## config.mk

```make
export PLATFORM = sky130hd
export DESIGN_NAME = alu_writeback_stage
export DESIGN_NICKNAME = d
export VERILOG_FILES = /design/src/rtl/alu_writeback_stage_pkg.sv /design/src/rtl/alu_writeback_stage_cond_check.sv /design/src/rtl/alu_writeback_stage.sv
export SDC_FILE = /design/constraint.sdc
export NUM_CORES = 1
export LEC_CHECK = 0
export ABC_AREA = 1
export BUFFER_PORTS_ARGS = -buffer_cell sky130_fd_sc_hd__buf_2
export CAP_MARGIN = 15
export CORE_MARGIN = 2
export CORE_UTILIZATION = 50
export CTS_BUF_LIST = sky130_fd_sc_hd__clkbuf_4
export DETAILED_ROUTE_END_ITERATION = 8
export PLACE_DENSITY = 0.94
export SLEW_MARGIN = 30
export SYNTH_ARGS = -nofsm -noshare
export SYNTH_HDL_FRONTEND = slang
export SYNTH_SLANG_ARGS = --single-unit
export TNS_END_PERCENT = 10
```

## constraint.sdc

```tcl
create_clock -name clk -period 3 [get_ports clk]
set_input_delay 0.3 -clock clk [delete_from_list [all_inputs] [get_ports clk]]
set_output_delay 0.3 -clock clk [all_outputs]
set_load 0.02 [all_outputs]
```

## src/rtl/alu_writeback_stage_pkg.sv

```systemverilog
// Shared ARM-style constants for the ALU writeback stage: condition codes,
// ALU opcodes, NZCV bit positions, PC index and writeback FSM states.
package alu_writeback_stage_pkg;

    localparam int unsigned NZCV_W = 4;
    localparam int unsigned REG_W  = 4;

    // Condition field encodings
    localparam logic [3:0] COND_EQ = 4'h0;
    localparam logic [3:0] COND_NE = 4'h1;
    localparam logic [3:0] COND_CS = 4'h2;
    localparam logic [3:0] COND_CC = 4'h3;
    localparam logic [3:0] COND_MI = 4'h4;
    localparam logic [3:0] COND_PL = 4'h5;
    localparam logic [3:0] COND_VS = 4'h6;
    localparam logic [3:0] COND_VC = 4'h7;
    localparam logic [3:0] COND_HI = 4'h8;
    localparam logic [3:0] COND_LS = 4'h9;
    localparam logic [3:0] COND_GE = 4'hA;
    localparam logic [3:0] COND_LT = 4'hB;
    localparam logic [3:0] COND_GT = 4'hC;
    localparam logic [3:0] COND_LE = 4'hD;
    localparam logic [3:0] COND_AL = 4'hE;
    localparam logic [3:0] COND_NV = 4'hF;

    // ALU data-processing opcodes
    localparam logic [3:0] OP_AND = 4'h0;
    localparam logic [3:0] OP_EOR = 4'h1;
    localparam logic [3:0] OP_SUB = 4'h2;
    localparam logic [3:0] OP_RSB = 4'h3;
    localparam logic [3:0] OP_ADD = 4'h4;
    localparam logic [3:0] OP_ADC = 4'h5;
    localparam logic [3:0] OP_SBC = 4'h6;
    localparam logic [3:0] OP_RSC = 4'h7;
    localparam logic [3:0] OP_TST = 4'h8;
    localparam logic [3:0] OP_TEQ = 4'h9;
    localparam logic [3:0] OP_CMP = 4'hA;
    localparam logic [3:0] OP_CMN = 4'hB;
    localparam logic [3:0] OP_ORR = 4'hC;
    localparam logic [3:0] OP_MOV = 4'hD;
    localparam logic [3:0] OP_BIC = 4'hE;
    localparam logic [3:0] OP_MVN = 4'hF;

    // Bit positions inside {N,Z,C,V}
    localparam int unsigned FLAG_N = 3;
    localparam int unsigned FLAG_Z = 2;
    localparam int unsigned FLAG_C = 1;
    localparam int unsigned FLAG_V = 0;

    localparam logic [3:0] PC_IDX = 4'd15;

    typedef enum logic [0:0] {
        ST_RUN   = 1'b0,
        ST_FLUSH = 1'b1
    } wb_state_t;

endpackage

```

## src/rtl/alu_writeback_stage_cond_check.sv

```systemverilog
// Combinational ARM condition evaluator: {cond, nzcv} -> pass.
module cond_check
    import alu_writeback_stage_pkg::*;
(
    input  logic [3:0] i_cond,
    input  logic [3:0] i_nzcv,
    output logic       o_pass_c
);

    logic w_n, w_z, w_c, w_v;

    assign w_n = i_nzcv[FLAG_N];
    assign w_z = i_nzcv[FLAG_Z];
    assign w_c = i_nzcv[FLAG_C];
    assign w_v = i_nzcv[FLAG_V];

    // Decode the condition field against the current flags
    always_comb begin
        o_pass_c = 1'b0;
        case (i_cond)
            COND_EQ: o_pass_c = w_z;
            COND_NE: o_pass_c = ~w_z;
            COND_CS: o_pass_c = w_c;
            COND_CC: o_pass_c = ~w_c;
            COND_MI: o_pass_c = w_n;
            COND_PL: o_pass_c = ~w_n;
            COND_VS: o_pass_c = w_v;
            COND_VC: o_pass_c = ~w_v;
            COND_HI: o_pass_c = w_c & ~w_z;
            COND_LS: o_pass_c = ~w_c | w_z;
            COND_GE: o_pass_c = (w_n == w_v);
            COND_LT: o_pass_c = (w_n != w_v);
            COND_GT: o_pass_c = ~w_z & (w_n == w_v);
            COND_LE: o_pass_c = w_z | (w_n != w_v);
            COND_AL: o_pass_c = 1'b1;
            default: o_pass_c = 1'b0;
        endcase
    end

endmodule

```

## src/rtl/alu_writeback_stage.sv

```systemverilog
// Execute-to-writeback stage: condition-gated commit of ALU result and NZCV,
// register-file write port, PC redirect on rd==15 and post-branch flush.
module alu_writeback_stage
    import alu_writeback_stage_pkg::*;
#(
    parameter int unsigned DATA_W      = 32,
    parameter int unsigned FLUSH_DEPTH = 2,
    parameter logic [3:0]  FLAGS_RST   = 4'b0000
) (
    input  logic              clk,
    input  logic              reset_n,
    input  logic              in_valid,
    output logic              in_ready,
    input  logic [DATA_W-1:0] in_result,
    input  logic [3:0]        in_nzcv,
    input  logic              in_result_wb,
    input  logic              in_nzcv_wb,
    input  logic [3:0]        in_rd,
    input  logic [3:0]        in_cond,
    output logic              rf_valid,
    input  logic              rf_ready,
    output logic [3:0]        rf_waddr,
    output logic [DATA_W-1:0] rf_wdata,
    output logic              branch_valid,
    output logic [DATA_W-1:0] branch_target,
    output logic              flushing,
    output logic [3:0]        cpsr_flags
);

    localparam int unsigned CNT_W = $clog2(FLUSH_DEPTH + 1);

    wb_state_t         r_state, w_state_nxt;
    logic [CNT_W-1:0]  r_cnt, w_cnt_nxt;
    logic [3:0]        r_flags, w_flags_nxt;
    logic              r_rf_valid, w_rf_valid_nxt;
    logic [3:0]        r_waddr, w_waddr_nxt;
    logic [DATA_W-1:0] r_wdata, w_wdata_nxt;
    logic              r_bv, w_bv_nxt;
    logic [DATA_W-1:0] r_bt, w_bt_nxt;
    logic              w_fire;
    logic              w_pass;

    assign in_ready = ~r_rf_valid | rf_ready;
    assign w_fire   = in_valid & in_ready;

    cond_check u_cond_check (
        .i_cond   (in_cond),
        .i_nzcv   (r_flags),
        .o_pass_c (w_pass)
    );

    // Next-state and next-output logic; a loaded write overrides completion
    always_comb begin
        w_state_nxt    = r_state;
        w_cnt_nxt      = r_cnt;
        w_flags_nxt    = r_flags;
        w_rf_valid_nxt = r_rf_valid & ~rf_ready;
        w_waddr_nxt    = r_waddr;
        w_wdata_nxt    = r_wdata;
        w_bv_nxt       = 1'b0;
        w_bt_nxt       = r_bt;
        case (r_state)
            ST_RUN: begin
                if (w_fire && w_pass) begin
                    if (in_nzcv_wb) begin
                        w_flags_nxt = in_nzcv;
                    end
                    if (in_result_wb) begin
                        if (in_rd == PC_IDX) begin
                            w_bv_nxt    = 1'b1;
                            w_bt_nxt    = {in_result[DATA_W-1:2], 2'b00};
                            w_state_nxt = ST_FLUSH;
                            w_cnt_nxt   = CNT_W'(FLUSH_DEPTH);
                        end else begin
                            w_rf_valid_nxt = 1'b1;
                            w_waddr_nxt    = in_rd;
                            w_wdata_nxt    = in_result;
                        end
                    end
                end
            end
            ST_FLUSH: begin
                if (w_fire) begin
                    w_cnt_nxt = r_cnt - CNT_W'(1);
                    if (r_cnt <= CNT_W'(1)) begin
                        w_cnt_nxt   = '0;
                        w_state_nxt = ST_RUN;
                    end
                end
            end
            default: begin
                w_state_nxt = ST_RUN;
                w_cnt_nxt   = '0;
            end
        endcase
    end

    // State and output registers
    always_ff @(posedge clk or negedge reset_n) begin
        if (!reset_n) begin
            r_state    <= ST_RUN;
            r_cnt      <= '0;
            r_flags    <= FLAGS_RST;
            r_rf_valid <= 1'b0;
            r_waddr    <= '0;
            r_wdata    <= '0;
            r_bv       <= 1'b0;
            r_bt       <= '0;
        end else begin
            r_state    <= w_state_nxt;
            r_cnt      <= w_cnt_nxt;
            r_flags    <= w_flags_nxt;
            r_rf_valid <= w_rf_valid_nxt;
            r_waddr    <= w_waddr_nxt;
            r_wdata    <= w_wdata_nxt;
            r_bv       <= w_bv_nxt;
            r_bt       <= w_bt_nxt;
        end
    end

    assign rf_valid      = r_rf_valid;
    assign rf_waddr      = r_waddr;
    assign rf_wdata      = r_wdata;
    assign branch_valid  = r_bv;
    assign branch_target = r_bt;
    assign flushing      = (r_state == ST_FLUSH);
    assign cpsr_flags    = r_flags;

endmodule

```

==> impl_results.md, run 1 <==
* Area share of the largest cell type after synthesis at 58.28%
* CP Capture Type: flip-flop
* Post-Synth Adder-Cell Area at 0%
* Arrival time worst endpoint at 2.51 ns
* Rel. slew slack at 51.12%
* Crit path launch: cpsr_flags[3]
* Layout Nets at 557
* Dpl cells at 572
* Min-Delay Path Depth at 3
* Pwr Density at 988.2 nW/um2
* Area grow syn2layout at 24.09%
* First-pass GRT wire length at 13.29 mm
* Rows at 29
* Mapped Area at 3221 um2
* Hold Path Origin: in_result[21]
* Min-Delay Endpoint: branch_target[21]
* RR Endpoint: branch_target[20]
* Layout cell share with drive strength beyond 1 at 28.96%
* Sequential Area at 1877 um2
* Unique masters post-synth at 22
* Worst min path class: in -> reg
* Chip width at 84.26 um
* Mean Syn Cell Area at 8.322 um2
* Antenna violations before repair at 0
* Most frequent cells in the layout: nand2_1 (203), buf_2 (122), dfrtp_1 (75)
* Cell Count, Final, Fillers Out at slightly below 600
* Final Hold Fails at 0
* CP Launch Type: flip-flop
* Global-route usage over all layers at 23.25%
* Vias in the first global route at 2899
* # resized after CTS at 0
* Power after layout at ~3.9 mW
* Combinational family with the most area after synthesis: simple AND/OR/NAND/NOR gates
* Die area at about 7000 um2
* Cell taking the most area after synthesis: dfrtp_1
* FF+latch count, synth at 75
* Tmin final at 2.161 ns
* Ant diodes at 0
* Yosys Warn Count at 0
* Clock sinks at 75
* Status: finished clean
* GP Congestion at ~0.8
* Drt drc at 0
* Post-layout util at 63.66%
* FF-to-FF setup slack at 0.84 ns
* R2r worst-path depth at 12
* CTS root buf: clkbuf_4
* H-tree depth at 3
* Post-synthesis simple-gate area fraction at roughly a third
* CTS buffer count at 9
* Worst Tran Pin Value at 0.7324 ns
* DR pass1 iterations at 4
* Commonest non-fill, non-tap cell in the layout: nand2_1
* Multi-input logic area at 1159 um2
* Io pins at 126
* Reg-to-Reg Start: cpsr_flags[3]
* Drt wl/cell at 13.44 um
* Core area at 6277 um2
* Crit path required time at 3.35 ns
* Via density at 5.053
* Critical path class: reg -> reg
* Total grt overflow at 0
* Final setup viols at 0
* Syn Inst Count at ~390
* Vias post-DR at 2971
* Most frequent CP cell: nand2_1
* Clock Path Buffers at 2
* Iteration-0 DRC count of the detailed router at between 150 and 200
* Critical path fanouts, max at 31
* Post-route setup slack at about 0.84 ns
* Crit-path cells: inv_1 > nand2_1 > nand2_1 > nand2_1 > nand2_1 > nand2_1 > nand2_1 > nand3_2 > nand3_2 > inv_2 > nand2_1 > nand2_1
* Sequential-to-total area share from yosys stat at roughly three fifths
* Final ANT Viol Nets at 0
* Die height at ~84 um
* Max stage delay cell, worst path: inv_2
* Setup TNS at 0 ns
* Total Wirelength at 7.904 mm
* Multiplexer share of the synthesized area at 0%
* Post-DP HPWL at 5.624 mm
* Slowest cell delay on critical path at 0.53 ns
* # port buffers at around 120
* CTS tree: done
* Leakage at 2.443 nW
* Fin. max-slew vios at 0
* Top cells by area, synth: dfrtp_1 (58%), nand2_1 (24%), nand3_1 (8.2%)
* Layout filler cell count at 557
* Post-Synth XOR/XNOR Area at 0%
* Pre-CTS setup slack at roughly 0.82 ns
* RSZ-0062 raised after global routing: false
* Worst VDD drop at 547.1 uV
* Starting Density at 51.31%
* Complex-gate fraction of the synthesized area at less than 1%
* Clock-pin slew on the worst setup and hold paths at between 0.1 and 0.15 ns
* Max_cap viols at 0
* Max frequency at 0.4627 GHz
* Final period utilization at between 70% and 80%
* Largest net degree at the start of global routing at 76
* Worst-Skew Late Latency at 0.41 ns
* Worst Skew at 0.01670 ns
worst max-delay path: cells and delay by family (launching register included):
family,cells,cell delay (ns)
simple gates,10,1.02
buf+inv,2,0.61
flops,1,0.44
cell type report:
class	count	area share [%]
clock buffer	10	1.879
clock inverter	5	1.972
inverter	15	1.409
multi-input combinational	279	28.99
sequential	75	46.96
tap	77	2.411
timing repair buffer	127	16.37
logic make-up after synthesis:
family,count (synthesis)
and+or+nand+nor,274
DFF,75
buffers and inverters,34
AOI/OAI and AO/OA,3
other,1
flip-flops by register name, indices dropped and copies added, names as in the netlist:
signal         cells
rf_wdata          32
branch_target     30
cpsr_flags         4
rf_waddr           4
r_cnt              2
branch_valid       1
flushing           1
rf_valid           1
power by group:
part	switching (mW)	total, mW	internal (mW)
Combinational	1.08	1.60	0.517
Clock	0.337	0.678	0.340
Sequential	0.260	1.67	1.41
Total	1.68	3.95	2.27
through the flow:
step / area, um2 / hold WS (ns)
2_1_floorplan: 3224 / 0.004409
3_3_place_gp: 3829 / 0.4475
3_5_place_dp: 3829 / 0.4575
4_1_cts: 3983 / 0.02830
5_1_grt: 3996 / 0.07354
6_report: 3996 / 0.08754
cells in the mapped netlist:
| cell type | n |
|---|---|
| clkbuf_1 | 3 |
| nand4_1 | 1 |
| and3b_1 | 1 |
| buf_2 | 4 |
| nand2_2 | 1 |
| inv_2 | 2 |
| o21ai_0 | 1 |
| nand3b_1 | 1 |
| nand2_4 | 1 |
| nor3_1 | 1 |
| nor2_1 | 9 |
| dfrtp_1 | 75 |
| buf_4 | 9 |
| inv_1 | 13 |
| conb_1 | 1 |
| buf_6 | 3 |
| a21oi_1 | 1 |
| nor2_2 | 1 |
| nand3_1 | 53 |
| nand3_2 | 2 |
| nand2_1 | 203 |
| a21oi_2 | 1 |
what timing repair did:
item	4_1_cts	5_1_grt
hold buffers	0	1
endpoints found under the hold margin	0	75
buffers inserted	0	0
worst max-delay path by stage:
stage                              endpoint  slack [ns]  cells past startpoint
final                     branch_target[20]        0.84                     12
after global routing       branch_target[3]        0.63                     12
after CTS                 branch_target[11]        0.81                     12
after detailed placement  branch_target[11]        0.82                     12
after global placement    branch_target[30]        0.93                     12
after floorplan                 rf_waddr[0]        1.31                     11
metal layers:
metal	part of all wire (%)	routed length [um]	GRT usage (%)	up-vias
met3	6.8	534	4.720	12
met2	50	3940	40.33	119
met4	1.5	116	7.771	0
met5	0	0	0	-
met1	42	3313	29.19	1397
li1	-	-	-	1443
No activity file was read; power rests on OpenSTA's default activity.
==> run 2: changes to the inputs <==
==> constraint.sdc (replaced) <==
create_clock -name clk -period 2.13 [get_ports clk]
set_input_delay 0.213 -clock clk [delete_from_list [all_inputs] [get_ports clk]]
set_output_delay 0.213 -clock clk [all_outputs]
set_load 0.02 [all_outputs]
==> impl_results.md, run 2 (synthesis results as in run 1) <==
* Worst min path class: in -> reg
* CTS tree: done
* Final setup viols at 0
* Drt drc at 0
* Total grt overflow at 0
* Global-route usage over all layers at 23.06%
* GP Congestion at 0.7991
* Crit path buf inv count at 2
* Layout cell share with drive strength beyond 1 at 29.48%
* Worst Tran Pin Value at 0.5563 ns
* CTS buffer count at 9
* Antenna violations before repair at 0
* Pwr Density at 1351 nW/um2
* Max FFs per register at 32
* Delay-heaviest family, CP: simple AND/OR/NAND/NOR gates
* Worst-Skew Late Latency at 0.39 ns
* Final ANT Viol Nets at 0
* CP Launch Type: flip-flop
* Layout filler cell count at around 560
* Setup TNS at 0 ns
* Arrival time worst endpoint at 2.16 ns
* Iteration-0 DRC count of the detailed router at 163
* Fin. max-slew vios at 0
* # port buffers at 123
* Clock sinks at 75
* Vias post-DR at 2990
* Critical path class: reg -> reg
* Starting Density at between 50% and 60%
* Die height at 84.26 um
* Rel. slew slack at 62.86%
* Post-CTS Setup Inserts at 0
* Most frequent cells in the layout: nand2_1 (203), buf_2 (122), dfrtp_1 (75)
* Slowest cell delay on critical path at around 0.44 ns
* Max frequency at ~0.53 GHz
* Total Wirelength at 8.027 mm
* Worst VDD drop at roughly 820 uV
* Max stage delay cell, worst path: dfrtp_1
* Chip width at 84.26 um
* Most frequent CP cell: nand2_1
* RSZ-0062 raised after global routing: false
* Drt wl/cell at 13.47 um
* Leakage at 2.475 nW
* Rows at 29
* Die area at 7099 um2
* CP Capture Type: flip-flop
* Worst Skew at 0.01890 ns
* Vias in the first global route at 2885
* DR pass1 iterations at 6
* Area grow syn2layout at 25.52%
* Layout Nets at 564
* Crit path required time at 2.41 ns
* Ant diodes at 0
* Power after layout at 5.461 mW
* Largest net degree at the start of global routing at 39
* Final Hold Fails at 0
* Crit-path cells: inv_1 > nand2_1 > nand2_1 > nand2_1 > nand3_1 > nand2_1 > nand3_2 > nand2_1 > inv_2 > nand2_4 > nand2_1 > nand2_1
* Tmin final at 1.885 ns
* CTS root buf: clkbuf_4
* Via density at around 5
* Clock-pin slew on the worst setup and hold paths at 0.13 ns
* Max_cap viols at 0
* Commonest non-fill, non-tap cell in the layout: nand2_1
* Final period utilization at 88.51%
* Core area at 6277 um2
* First-pass GRT wire length at between 10 and 15 mm
* H-tree depth at 3
* Post-DP HPWL at between 5 and 6 mm
* Critical path fanouts, max at 37
* Clock Path Buffers at 2
* Status: finished clean
* Io pins at 126
-- run 2: repair_timing --
item                                   4_1_cts  5_1_grt
hold buffers                                 4        0
resized for setup                            0        0
setup endpoints to repair                    0        0
endpoints found under the hold margin       40        0
-- run 2: power by group --
| group | switching [mW] | leakage [nW] | internal, mW |
|---|---|---|---|
| Combinational | 1.53 | 1.43 | 0.747 |
| Sequential | 0.357 | 0.968 | 1.98 |
| Clock | 0.481 | 0.0736 | 0.362 |
| Total | 2.37 | 2.48 | 3.09 |
-- run 2: final cells by class --
| class | instances | area (um2) | share of cell area (%) |
|---|---|---|---|
| clock buffers | 10 | 75.07 | 1.857 |
| clock inverters | 6 | 56.30 | 1.393 |
| inverters | 15 | 56.30 | 1.393 |
| multi-input cells | 279 | 1159 | 28.66 |
| flip-flops and latches | 75 | 1877 | 46.43 |
| well taps | 77 | 96.34 | 2.383 |
| repair buffers | 134 | 723.2 | 17.89 |
-- run 2: final timing paths --
path	endpoint	slack, ns	from	cells past startpoint
worst max-delay path	rf_wdata[10]	0.24	cpsr_flags[3]	12
worst max register to register	rf_wdata[10]	0.24	cpsr_flags[3]	12
min in group asynchronous	branch_target[26]	0.30	reset_n	2
worst min-delay path	branch_target[9]	0.02	in_result[9]	3
max in group asynchronous	rf_wdata[7]	1.23	reset_n	3
worst min register to register	rf_waddr[0]	0.48	rf_waddr[0]	2
-- run 2: layer usage --
layer  vias up  wire length, um  global-route usage [%]  part of all wire, %
li1       1458                -                       -                    -
met1      1412             3404                   29.48                   42
met2       106             4069                   39.68                   51
met3        14              443                   4.326                  5.5
met4         0              109                   7.625                  1.4
met5         -                0                       0                    0
-- run 2: per-stage QoR --
| step | cell area [um2] | worst slack [ns] | hold slack (ns) | utilization, % | std cells |
|---|---|---|---|---|---|
| finish | 4043 | 0.2448 | 0.02474 | 64.40 | 596 |
| global route | 4043 | 0.03593 | 0.002822 | 64.40 | 596 |
| CTS | 4043 | 0.2851 | 0.004198 | 64.40 | 596 |
| detailed placement | 3871 | 0.2971 | 0.2082 | 61.67 | 576 |
| global placement | 3871 | 0.4238 | 0.1986 | 61.67 | 576 |
| floorplan | 3224 | 0.4429 | -0.08259 | - | 388 |
-- run 2: worst reg2reg max path: cells and delay by family, from the launching register on --
family	cells	cell delay, ns
flops	1	0.44
simple gates	10	1.06
buf+inv	2	0.28
